**src/rtl/c2f_chunk_drainer.sv**
```systemverilog
// c2f_chunk_drainer: drains C2F RAM chunks one at a time. Every 64-bit word is
// summed into a running checksum, and each drained chunk is handed back to the
// TLP transceiver with a one-cycle DTAck pulse. A programmable stall after each
// chunk models a slow consumer.
module c2f_chunk_drainer #(
  parameter int INDEX_WIDTH  = 2,
  parameter int OFFSET_WIDTH = 9
) (
  input  logic                    pcieClk_in,
  input  logic                    reset_in,
  input  logic [INDEX_WIDTH-1:0]  wrPtr_in,
  input  logic [INDEX_WIDTH-1:0]  rdPtr_in,
  output logic                    dtAck_out,
  output logic [OFFSET_WIDTH-1:0] rdOffset_out,
  input  logic [63:0]             rdData_in,
  input  logic                    csReset_in,
  input  logic [31:0]             countInit_in,
  output logic [63:0]             csData_out,
  output logic                    csValid_out
);

  typedef enum logic [2:0] {
    S_IDLE, S_READ, S_DRAIN, S_STALL, S_ACK, S_WAITPTR
  } state_t;

  state_t                  r_state, w_next;
  logic [OFFSET_WIDTH-1:0] r_offset;
  logic [63:0]             r_sum;
  logic [31:0]             r_stall;
  logic [INDEX_WIDTH-1:0]  r_ackPtr;

  logic w_lastOff;
  logic w_add;

  // The read is registered, so the word for offset k arrives while offset
  // k+1 is issued. Offset 0 therefore contributes nothing, and the last word
  // lands during DRAIN.
  assign w_lastOff = &r_offset;
  assign w_add     = ((r_state == S_READ) && (r_offset != '0)) || (r_state == S_DRAIN);

  assign dtAck_out    = (r_state == S_ACK);
  assign rdOffset_out = r_offset;
  assign csData_out   = r_sum;
  assign csValid_out  = (r_state == S_IDLE) && (rdPtr_in == wrPtr_in);

  // State register.
  always_ff @(posedge pcieClk_in or posedge reset_in) begin
    if (reset_in) r_state <= S_IDLE;
    else          r_state <= w_next;
  end

  // Next-state logic. WAITPTR holds until the transceiver has moved rdPtr
  // past the acked chunk, so a late pointer update cannot cause a second ack.
  always_comb begin
    w_next = r_state;
    unique case (r_state)
      S_IDLE:    if (rdPtr_in != wrPtr_in) w_next = S_READ;
      S_READ:    if (w_lastOff) w_next = S_DRAIN;
      S_DRAIN:   w_next = (countInit_in == '0) ? S_ACK : S_STALL;
      S_STALL:   if (r_stall <= 32'd1) w_next = S_ACK;
      S_ACK:     w_next = S_WAITPTR;
      S_WAITPTR: if (rdPtr_in != r_ackPtr) w_next = S_IDLE;
      default:   w_next = S_IDLE;
    endcase
  end

  // Read offset: steps through the chunk in READ and wraps back to 0 on exit.
  always_ff @(posedge pcieClk_in or posedge reset_in) begin
    if (reset_in)                r_offset <= '0;
    else if (r_state == S_READ)  r_offset <= r_offset + OFFSET_WIDTH'(1);
    else                         r_offset <= '0;
  end

  // Stall counter: countInit is sampled only in DRAIN.
  always_ff @(posedge pcieClk_in or posedge reset_in) begin
    if (reset_in)                r_stall <= '0;
    else if (r_state == S_DRAIN) r_stall <= countInit_in;
    else if (r_state == S_STALL) r_stall <= r_stall - 32'd1;
  end

  // Remember which chunk was acked.
  always_ff @(posedge pcieClk_in or posedge reset_in) begin
    if (reset_in)              r_ackPtr <= '0;
    else if (r_state == S_ACK) r_ackPtr <= rdPtr_in;
  end

  // Checksum: wrapping 64-bit sum. A clear wins over an add in the same cycle.
  always_ff @(posedge pcieClk_in or posedge reset_in) begin
    if (reset_in)        r_sum <= '0;
    else if (csReset_in) r_sum <= '0;
    else if (w_add)      r_sum <= r_sum + rdData_in;
  end

endmodule

```
**config.mk**
```make
export PLATFORM = sky130hd
export DESIGN_NAME = c2f_chunk_drainer
export DESIGN_NICKNAME = d
export VERILOG_FILES = /design/src/rtl/c2f_chunk_drainer.sv
export SDC_FILE = /design/constraint.sdc
export NUM_CORES = 1
export LEC_CHECK = 0
export BUFFER_PORTS_ARGS = -buffer_cell sky130_fd_sc_hd__buf_2
export CORE_ASPECT_RATIO = 0.8
export CORE_MARGIN = 10
export CORE_UTILIZATION = 52
export CTS_BUF_LIST = sky130_fd_sc_hd__clkbuf_8
export CTS_CLUSTER_SIZE = 12
export DETAILED_ROUTE_END_ITERATION = 12
export HOLD_SLACK_MARGIN = 0.1
export PLACE_DENSITY = 0.79
export SYNTH_ARGS = -nofsm -noshare
export SYNTH_HDL_FRONTEND = slang
export SYNTH_SLANG_ARGS = --single-unit
```
**constraint.sdc**
```tcl
create_clock -name pcieClk_in -period 2.9 [get_ports pcieClk_in]
set_clock_uncertainty 0.15 [all_clocks]
set_input_delay 0.145 -clock pcieClk_in [delete_from_list [all_inputs] [get_ports pcieClk_in]]
set_output_delay 0.145 -clock pcieClk_in [all_outputs]
set_load 0.01 [all_outputs]
```
==> impl_results.md, run 1 <==
* Status: finished, violations left
* Failing checks: setup timing
* Average size of a mapped cell at about 7.9 sq um
* R2R Path End: csData_out[63]$_DFFE_PP0P_
* Die Span X at approximately 170 microns
* Post-synthesis cell type count at 75
* Max FO, Critical Path at 6
* Count of final hold-check violations at 0
* Crit Path Category: register to register
* Starting Density at approximately 53%
* Max-Cap Viols at 0
* Row count at 42
* Antenna violations before repair at 3
* Top layer in use: met5
* DP Worst Slack at -0.187 ns
* Number of synthesized flops with an enable pin at 0
* Multi-input gate area in the final layout at around 6200 sq um
* Fmax at between 300 and 400 MHz
* Synth area leaders: dfrtp_1, ha_1, a21oi_1, nand2_1, o21ai_0
* #FFs+latches synth at between 100 and 150
* Leak pwr at 0.00570 uW
* Mapped Area at slightly below 9000 sq um
* Fin crit share at 105%
* Worst Setup End Kind: register
* Seq/Total Area, Yosys at between 30% and 40%
* Final worst setup slack at -0.154 ns
* Required time of the critical path at just over 3 ns
* Critical path origin: csData_out[16]$_DFFE_PP0P_
* Inst Count DP at 1571
* Met2 Wirelength at roughly 14 mm
* Post-route cell area at roughly 12000 sq um
* Gr usage total at between 20% and 30%
* Detailed Route WL at 29.8 mm
* Slowest stage cell, crit path: dfrtp_1
* Grt total ovfl at 0
* Sink Count at 110
* Asr flop ratio synth at 100%
* Clock Pin Slew Worst Setup and Hold Paths at 0.11 ns
* DRT iter0 DRCs at 821
* RSZ-0062 raised after global routing: true
* Util after Layout at 72.1%
* Reg2reg path depth at 13
* Pre-Repair DR Iteration Count at 5
* Clk_lat worst skew at 0.40 ns
* Slew Limit Headroom at 37.3%
* Io pins at between 150 and 200
* Power per standard cell area at between 900 and 1000 nW/um^2
* Die Area at around 23000 sq um
* Post-route DRC at 0
* Clock root cell: clkbuf_8
* Commonest cells after routing, fill and taps aside: buf_2, nand2_1, buf_4
* YS warnings at 0
* Slew @ Worst Pin at roughly 0.94 ns
* Worst r2r src: csData_out[16]$_DFFE_PP0P_
* Synth Instances at 1110
* Crit path launch type: register
* Gpl congestion at between 0.9 and 1
* Crit-path cells: ha_4 > buf_6 > nand2_2 > o211ai_1 > a31oi_2 > nor2_2 > a2111oi_4 > buf_4 > or2_4 > o311a_4 > nand3_2 > o41ai_2 > a221o_1
* CP peak stage delay at 0.42 ns
* Max clock buf depth at 2
* Hpwl dp at ~21 mm
* P&R area growth vs syn at 35.8%
* Die height at 136 microns
* # nets final at approximately 1600
* Dpl cell area at 10700 sq um
* WL/cell at ~18 microns
* Final Setup Violations at 9
* Slew Viols, Final at 0
* End of the critical path: csData_out[63]$_DFFE_PP0P_
* Final Non-Filler Cells at 1653
* WP data arrival at 3.20 ns
* Met3 Wirelength at approximately 2.2 mm
* CTS tree: built
* Min-delay worst type: input port to register
* Period minus WS final at around 3 ns
* Drt via density at roughly 5.9
* Top FF cell, synth: dfrtp_1
* Core ar. at 16600 sq um
* Area leader, netlist: dfrtp_1
* Clock buffer count from CTS at 9
* Post-synth top area share at 31.2%
* First-pass GRT wire length at roughly 46 mm
* Vias in the first global route at a little over 9000
* Layout cells sized above 1 at between 20% and 30%
* FF-to-FF setup slack at -0.15 ns
* Commonest non-fill, non-tap cell in the layout: buf_2
* Port buffer count at 177
* DRT met1 WL at around 13 mm
* Fillers at about 1300
* CTS H-tree depth at 3
* Detail Route Antenna Nets at 0
* Register area at ~2800 sq um
* Mapped Nets at 1282
* Pin count of the biggest net entering global routing at 61
* Peak VDD IR at 0.522 mV
* Via count at around 9700
per-stage QoR:
stage	hold slack [ns]	total power, uW	setup TNS [ns]
floorplan	0.145	7440	-0.0958
finish	0.111	11900	-0.567
global route	0.104	12800	-2.10
CTS	0.103	11300	-0.108
detailed placement	0.150	10000	-2.23
global placement	0.149	9880	-0.960
power by group:
group	total (uW)	switching, uW	internal, uW
combinational	8180	4510	3660
clock	938	596	342
sequential	2810	636	2170
timing repair:
item,in CTS,in global routing
pin swaps,23,40
resized for setup,29,64
endpoints found under the setup margin,21,30
hold buffers,44,0
buffers inserted,4,16
gates cloned,0,1
endpoints found under the hold margin,74,0
final cells by class:
cell class / instances / area share [%]
repair buffers: 357 / 20.2
diodes: 2 / 0.0418
multi-input cells: 912 / 51.8
clock buffers: 10 / 1.15
well taps: 220 / 2.30
inverters: 36 / 1.16
flip-flops and latches: 110 / 23.0
clock inverters: 6 / 0.376
flip-flops by register name (all words and copies together), names as in the netlist:
| name | count |
|---|---|
| r_stall | 32 |
| csData_out | 64 |
| r_ackPtr | 2 |
| r_state | 3 |
| rdOffset_out | 9 |
Yosys cell counts (8+ instances only):
master / count
nor2_1: 79
o22ai_1: 16
a31oi_1: 10
xnor2_1: 39
or3_1: 9
a21oi_1: 121
nor3_1: 17
ha_1: 68
inv_1: 36
a21o_1: 29
nand2_1: 154
nor4_1: 15
o21bai_1: 15
nand2b_1: 10
and3_1: 10
o21ai_1: 27
o21ai_0: 100
mux2i_1: 8
dfrtp_1: 110
nand3_1: 32
and2_1: 8
o31ai_1: 12
xor2_1: 29
nand4_1: 20
clkbuf_1: 40
worst max-delay path, delay by kind of cell (launching register included):
family / cells / cell delay (ns)
adders and majority gates: 1 / 0.29
buffers and inverters: 2 / 0.27
DFF: 1 / 0.42
AOI/OAI and AO/OA: 6 / 1.22
and+or+nand+nor: 4 / 0.60
how the worst min path moves through the flow:
stage                             start                          to  slack (ns)  depth (start not counted)
after floorplan             rdPtr_in[0]     r_ackPtr[0]$_DFFE_PP0P_        0.15                          1
after global placement         reset_in   rdOffset_out[5]$_DFF_PP0_        0.15                          2
after detailed placement       reset_in   rdOffset_out[5]$_DFF_PP0_        0.15                          2
after CTS                 rdData_in[43]  csData_out[43]$_DFFE_PP0P_        0.10                          4
after global routing      rdData_in[13]  csData_out[13]$_DFFE_PP0P_        0.10                          4
final                     rdData_in[43]  csData_out[43]$_DFFE_PP0P_        0.11                          4
layer usage:
metal | global-route usage [%] | vias to the layer above
met5 | 0 | -
met4 | 6.48 | 2
met3 | 4.53 | 52
met2 | 38.4 | 405
met1 | 33.9 | 4576
li1 | - | 4668
cells by family (layout without fill, tap and decap cells):
kind of cell    Yosys count  in the layout  synth area share [%]
simple gates            383            383                  20.7
compound gates          382            382                  26.3
flops                   110            110                  31.2
buf+inv                  88            409                  3.92
fa+ha+maj                69             69                  9.88
xor+xnor                 68             68                  6.76
mux                      10             10                  1.16
other cells               0              2                     0
Power figures use the tool's default switching activity.
==> run 2: changes to the inputs <==
--- a/config.mk
+++ b/config.mk
@@ -5,15 +5,16 @@
 export SDC_FILE = /design/constraint.sdc
 export NUM_CORES = 1
 export LEC_CHECK = 0
+export ABC_CLOCK_PERIOD_IN_PS = 3200
 export BUFFER_PORTS_ARGS = -buffer_cell sky130_fd_sc_hd__buf_2
 export CORE_ASPECT_RATIO = 0.8
 export CORE_MARGIN = 10
-export CORE_UTILIZATION = 52
+export CORE_UTILIZATION = 55
 export CTS_BUF_LIST = sky130_fd_sc_hd__clkbuf_8
 export CTS_CLUSTER_SIZE = 12
 export DETAILED_ROUTE_END_ITERATION = 12
 export HOLD_SLACK_MARGIN = 0.1
-export PLACE_DENSITY = 0.79
+export PLACE_DENSITY = 0.8
 export SYNTH_ARGS = -nofsm -noshare
 export SYNTH_HDL_FRONTEND = slang
 export SYNTH_SLANG_ARGS = --single-unit
==> constraint.sdc (replaced) <==
create_clock -name pcieClk_in -period 3.2 [get_ports pcieClk_in]
set_clock_uncertainty 0.15 [all_clocks]
set_input_delay 0.16 -clock pcieClk_in [delete_from_list [all_inputs] [get_ports pcieClk_in]]
set_output_delay 0.16 -clock pcieClk_in [all_outputs]
set_load 0.01 [all_outputs]
==> run 2 against run 1 <==
Against the previous run: the run now ends clean; core utilization decreased by 4.3 points; hold slack better by 0.00084 ns; critical path depth decreased by 4; power shrank 20%; final area is 11% lower; maximum frequency decreased by 0.28%; die area is 4.7% lower; via count is 7.2% lower; combinational power is 26% lower; sequential power is 9.3% lower; largest power group unchanged.
==> impl_results.md, run 2 (synthesis gave the netlist of run 1 again) <==
* Period minus WS final at 3.06 ns (+0.00845 ns)
* CTS H-tree depth at 3 (unchanged)
* Core ar. at 15700 sq um (-5.2%)
* Final worst setup slack at 0.138 ns (+0.292 ns)
* Peak VDD IR at 0.506 mV (-2.9%)
* Fmax at 327 MHz (-0.28%)
* Row count at 41 (-2.4%)
* Crit path launch type: register
* Reg2reg path depth at 9 (-4)
* Starting Density at 55.9% (+2.9 points)
* Worst Setup End Kind: register
* Detail Route Antenna Nets at 0 (unchanged)
* Die height at 133 microns (-2.4%)
* Die Area at 21500 sq um (-4.7%)
* Status: completed
* Clock buffer count from CTS at 9 (unchanged)
* Min Hold Slack at 0.112 ns (+0.000835 ns)
* Psw at 4650 uW (-19%)
* Grt total ovfl at 0 (unchanged)
* Post-route cell area at 10700 sq um (-11%)
* Drt via density at 5.87 (about the same)
* # nets final at 1484 (-7.1%)
* Pre-Repair DR Iteration Count at 5 (unchanged)
* Multi-input gate area in the final layout at 5810 sq um (-6.2%)
* Leak pwr at 0.00502 uW (-12%)
* Max-Cap Viols at 0 (unchanged)
* Max FFs per register at 64 (unchanged)
* Gpl congestion at 0.980 (-1.7%)
* Commonest cells after routing, fill and taps aside: buf_2, nand2_1, a21oi_1
* First-pass GRT wire length at 42.2 mm (-7.7%)
* Post-route DRC at 0 (unchanged)
* Worst hold path cell count at 4 (unchanged)
* DP Worst Slack at 0.0850 ns (+0.272 ns)
* Antenna violations before repair at 3 (unchanged)
* Sink Count at 110 (unchanged)
* Internal at 4880 uW (-21%)
* Logic pwr share at 63.4% (-5.2 points)
* Register area at 2750 sq um (unchanged)
* Layout cells sized above 1 at 19.6% (-9.7 points)
* Final Non-Filler Cells at 1534 (-7.2%)
* Slew Viols, Final at 0 (unchanged)
* FF-to-FF setup slack at 0.14 ns (+0.29 ns)
* Min-delay worst type: input port to register
* Clk_lat worst skew at 0.39 ns (about the same)
* Required time of the critical path at 3.33 ns (+0.29 ns)
* Fillers at 1353 (+5.1%)
* P&R area growth vs syn at 21.2%
* Dpl cell area at 9970 sq um (-6.7%)
* Max FO, Critical Path at 6 (unchanged)
* Sequential Power Share at 26.8% (+3.2 points)
* Fin crit share at 95.7% (-9.6 points)
* Count of final hold-check violations at 0 (unchanged)
* Io pins at 178 (unchanged)
* Pin count of the biggest net entering global routing at 65 (+6.6%)
* Detailed Route WL at 26.2 mm (-12%)
* DRT iter0 DRCs at 791 (-3.7%)
* Die Span X at 162 microns (-2.4%)
* Slew @ Worst Pin at 0.887 ns (-0.0532 ns)
* Clock Power Share at 9.8% (+1.9 points)
* Final Setup Violations at 0 (-9)
* Max clock buf depth at 2 (unchanged)
* CTS tree: built
* Clock root cell: clkbuf_8
* Sw Ratio at 48.8% (+0.60 points)
* Power per standard cell area at 893 nW/um^2 (-10%)
* Gr usage total at 23.4% (-1.1 points)
* Crit Path Category: register to register
* Slew Limit Headroom at 40.9% (+3.5 points)
* WL/cell at 17.1 microns (-5.3%)
* Port buffer count at 177 (unchanged)
* Vias in the first global route at 8420 (-9.0%)
* Hpwl dp at 19.7 mm (-8.0%)
* Util after Layout at 67.8% (-4.3 points)
* WP data arrival at 3.19 ns (about the same)
* Commonest non-fill, non-tap cell in the layout: buf_2
* Via count at 9006 (-7.2%)
* Inst Count DP at 1475 (-6.1%)
* Clock Pin Slew Worst Setup and Hold Paths at 0.11 ns (about the same)
run 2: changes by cell type in the layout (fill, tap and decap cells not counted), sizes merged:
cell,change
buf,-109
bufinv,+2
clkbuf,-2
clkinvlp,-1
diode,+1
dlygate4sd3,-4
inv,-1
run 2: cell type report:
class	instances	area share (%)
multi-input combinational	912	54.4
tap	215	2.52
inverter	36	1.30
sequential	110	25.8
antenna	3	0.0703
clock buffer	9	1.16
clock inverter	6	0.750
timing repair buffer	243	14.0
run 2: power by group through the flow:
| stage | clock network [uW] | logic [uW] | registers, uW |
|---|---|---|---|
| floorplan | 0 | 4130 | 2600 |
| CTS | 953 | 5910 | 2540 |
| detailed placement | 0 | 5840 | 2560 |
| finish | 937 | 6040 | 2550 |
| global placement | 0 | 5760 | 2530 |
| global route | 1010 | 6720 | 2650 |
run 2: final timing paths:
| kind | startpoint | endpoint |
|---|---|---|
| setup / recovery | csData_out[38]$_DFFE_PP0P_ | csData_out[63]$_DFFE_PP0P_ |
| hold / removal | rdData_in[6] | csData_out[6]$_DFFE_PP0P_ |
| setup reg to reg | csData_out[38]$_DFFE_PP0P_ | csData_out[63]$_DFFE_PP0P_ |
| hold reg to reg | csData_out[18]$_DFFE_PP0P_ | csData_out[18]$_DFFE_PP0P_ |
| max in group asynchronous | reset_in | r_stall[9]$_DFFE_PP0P_ |
| min in group asynchronous | reset_in | rdOffset_out[5]$_DFF_PP0_ |
run 2: through the flow:
step	total power, uW	TNS, ns
2_1_floorplan	6730	0
3_3_place_gp	8290	0
3_5_place_dp	8400	0
4_1_cts	9400	0
6_report	9530	0
5_1_grt	10400	-0.0170
run 2: critical path, stage by stage, from the launching register on:
cell and delay, ns:
dfrtp_1 0.42, ha_1 0.30, a21oi_1 0.34, nand4bb_1 0.19, a221o_1 0.41, a2111oi_4 0.33, or2_4 0.20, o311a_4 0.21
o41ai_1 0.09, a221o_1 0.31
run 2: per-layer routing:
layer	part of all wire [%]	global-route usage (%)
met1	47	32.8
met2	44	35.4
met3	7.8	5.42
met4	1.5	6.05
met5	0	0
run 2: repair_timing:
| item | 4_1_cts | 5_1_grt |
|---|---|---|
| resized for setup | 0 | 19 |
| hold endpoints to repair | 153 | 0 |
| endpoints found under the setup margin | 0 | 22 |
| buffers inserted | 0 | 1 |
| hold buffers | 40 | 0 |
==> run 3: changes to the inputs <==
--- a/config.mk
+++ b/config.mk
@@ -5,16 +5,16 @@
 export SDC_FILE = /design/constraint.sdc
 export NUM_CORES = 1
 export LEC_CHECK = 0
+export ABC_AREA = 1
 export ABC_CLOCK_PERIOD_IN_PS = 3200
 export BUFFER_PORTS_ARGS = -buffer_cell sky130_fd_sc_hd__buf_2
 export CORE_ASPECT_RATIO = 0.8
 export CORE_MARGIN = 10
-export CORE_UTILIZATION = 55
+export CORE_UTILIZATION = 30
 export CTS_BUF_LIST = sky130_fd_sc_hd__clkbuf_8
 export CTS_CLUSTER_SIZE = 12
 export DETAILED_ROUTE_END_ITERATION = 12
 export HOLD_SLACK_MARGIN = 0.1
-export PLACE_DENSITY = 0.8
 export SYNTH_ARGS = -nofsm -noshare
 export SYNTH_HDL_FRONTEND = slang
 export SYNTH_SLANG_ARGS = --single-unit
==> run 3 against run 2 <==
Against the previous run: synthesized cell count rose by 74%; global-route usage shrank 3.5 points; combinational power rose by 23%; largest power group unchanged; highest routed layer is now met5; core utilization fell by 30 points; worst setup slack better by 0.056 ns.
==> impl_results.md, run 3 <==
* Io pins at 178 (unchanged)
* Fmax at 333 MHz (+1.9%)
* Max-Cap Viols at 0 (unchanged)
* Vias in the first global route at 12200 (+45%)
* Clock root cell: clkbuf_8
* Fin crit share at 93.9% (-1.7 points)
* Dpl cell area at 12500 sq um (+25%)
* Die Area at 44700 sq um (+110%)
* Most common cell in the synthesized netlist: nand2_1
* Post-synth top area share at 27.4% (-3.8 points)
* #FFs+latches synth at 110 (unchanged)
* Crit path launch type: register
* Peak VDD IR at 0.317 mV (-37%)
* Seq/Total Area, Yosys at 25.1% (-6.2 points)
* Core ar. at 36000 sq um (+130%)
* WP data arrival at 3.25 ns (+0.06 ns)
* Layout cells sized above 1 at 10.2% (-9.4 points)
* Mapped Area at 11000 sq um (+25%)
* Clk_lat worst skew at 0.47 ns (+0.08 ns)
* Max FFs per register at 64 (unchanged)
* Count of final hold-check violations at 0 (unchanged)
* Critical path origin: r_state[2]$_DFFE_PP0P_
* Drt via density at 4.74 (-19%)
* First-pass GRT wire length at 68.6 mm (+63%)
* Area leader, netlist: nand2_1
* Synth cell count leaders: nand2_1, inv_1, nor2_1
* Inst Count DP at 2577 (+75%)
* Leak pwr at 0.00802 uW (+60%)
* Average size of a mapped cell at 5.69 sq um (-28%)
* Starting Density at 30.5% (-25 points)
* Slew Viols, Final at 0 (unchanged)
* Worst Setup End Kind: register
* Util after Layout at 37.9% (-30 points)
* Gr usage total at 19.9% (-3.5 points)
* Number of synthesized flops with an enable pin at 0 (unchanged)
* WL/cell at 16.5 microns (-3.3%)
* Post-route DRC at 0 (unchanged)
* Final Non-Filler Cells at 2687 (+75%)
* Worst hold start: rdData_in[40]
* Mapped Nets at 2099 (+64%)
* Grt total ovfl at 0 (unchanged)
* Detailed Route WL at 44.4 mm (+69%)
* Max FO, Critical Path at 30 (+24)
* Clock buffer count from CTS at 9 (unchanged)
* Setup bufs post-CTS at 0 (unchanged)
* Port buffer count at 177 (unchanged)
* Asr flop ratio synth at 100% (unchanged)
* Period minus WS final at 3.01 ns (-0.0559 ns)
* Slew Limit Headroom at 36.0% (-4.8 points)
* Crit Path Category: register to register
* Hpwl dp at 35.6 mm (+81%)
* CTS tree: built
* Pin count of the biggest net entering global routing at 64 (-1.5%)
* Die height at 191 microns (+43%)
* Sink Count at 110 (unchanged)
* DRT iter0 DRCs at 1150 (+45%)
* Min-delay worst type: input port to register
* P&R area growth vs syn at 24.2%
* Slew @ Worst Pin at 0.957 ns (+0.0704 ns)
* Commonest cells after routing, fill and taps aside: nand2_1, inv_1, nor2_1
* Required time of the critical path at 3.45 ns (+0.12 ns)
* Commonest non-fill, non-tap cell in the layout: nand2_1
* Status: completed
* Via count at 12700 (+41%)
* Post-synthesis cell type count at 37 (-51%)
* CTS H-tree depth at 3 (unchanged)
* Max clock buf depth at 2 (unchanged)
* Synth area leaders: nand2_1, dfrtp_1, inv_1, ha_1, nor2_1
* Die Span X at 234 microns (+45%)
* Row count at 62 (+51%)
* Synth Instances at 1927 (+74%)
* RSZ-0062 raised after global routing: false
* Power per standard cell area at 805 nW/um^2 (-9.8%)
* # nets final at 2372 (+60%)
* Post-route cell area at 13600 sq um (+28%)
* Pre-Repair DR Iteration Count at 5 (unchanged)
* Worst r2r src: r_state[2]$_DFFE_PP0P_
* Final Setup Violations at 0 (unchanged)
* Clock Pin Slew Worst Setup and Hold Paths at 0.13 ns (+0.02 ns)
* YS warnings at 0 (unchanged)
* Gpl congestion at 1.00 (+2.3%)
* Setup TNS at 0 ns (unchanged)
* Detail Route Antenna Nets at 0 (unchanged)
* Top FF cell, synth: dfrtp_1
* Antenna violations before repair at 4 (+1)
==> run 3: changes by cell type after synthesis, moves of 30 or more <==
| cell | previous run | this run |
|---|---|---|
| xnor2_1 | 39 | 9 |
| nor2_1 | 79 | 178 |
| nand2_1 | 154 | 802 |
| inv_1 | 36 | 377 |
| a21oi_1 | 121 | 55 |
| o21ai_0 | 100 | 44 |
| nand3_1 | 32 | 109 |
==> run 3: kinds of logic after synthesis <==
family | synth area share [%]
AO/OA/AOI/OAI | 8.12
buffers and inverters | 13.9
XOR/XNOR | 2.47
adder cells (fa/ha/maj) | 7.94
AND/OR/NAND/NOR | 42.5
flip-flops | 25.1
==> run 3: timing repair <==
item	CTS	global route
hold buffers	92	0
endpoints found under the hold margin	127	0
setup endpoints to repair	0	1
resized for setup	0	1
==> run 3: power breakdown <==
| group | internal (uW) | total, uW | switching (uW) |
|---|---|---|---|
| sequential | 1980 | 2600 | 624 |
| combinational | 2470 | 7440 | 4970 |
| clock | 302 | 933 | 631 |
| total | 4750 | 11000 | 6230 |
==> run 3: path summary, 6_finish.rpt <==
kind	endpoint	slack (ns)	cells past startpoint
min	csData_out[40]$_DFFE_PP0P_	0.12	5
min reg2reg	rdOffset_out[0]$_DFF_PP0_	0.35	1
max	csData_out[1]$_DFFE_PP0P_	0.19	10
min in group asynchronous	csData_out[41]$_DFFE_PP0P_	0.30	3
max in group asynchronous	csData_out[9]$_DFFE_PP0P_	1.85	4
max reg2reg	csData_out[1]$_DFFE_PP0P_	0.19	10
==> run 3: worst max-delay path: stages, from the launching register on <==
cell and delay [ns]:
dfrtp_1 0.49, nor2_4 0.19, inv_2 0.24, nor2_2 0.20, inv_2 0.09, nand3_2 0.09
inv_2 0.07, nor2_8 0.42, inv_2 0.27, o22ai_1 0.17, dlygate4sd3_1 0.57
==> run 3: metrics by stage <==
stage | worst slack [ns] | power, uW | hold WS [ns]
finish | 0.194 | 11000 | 0.116
floorplan | 1.03 | 7330 | 0.127
global route | 0.0608 | 12100 | 0.139
global placement | 0.430 | 9780 | 0.254
detailed placement | 0.452 | 9830 | 0.266
CTS | 0.0423 | 10900 | 0.104
==> run 3: per-layer routing <==
layer / track usage (%) / share of wire, %
met1: 27.4 / 47
met2: 30.1 / 42
met3: 5.65 / 9.6
met4: 4.31 / 1.5
met5: 0 / 0.068
==> run 3: cell type report <==
type,instances,area [sq um]
sequential,110,2750
antenna,2,5.00
fill,4050,22400
inverter,382,1440
multi-input combinational,1415,6700
clock buffer,9,124
timing repair buffer,282,1950
clock inverter,7,67.6
tap,480,601
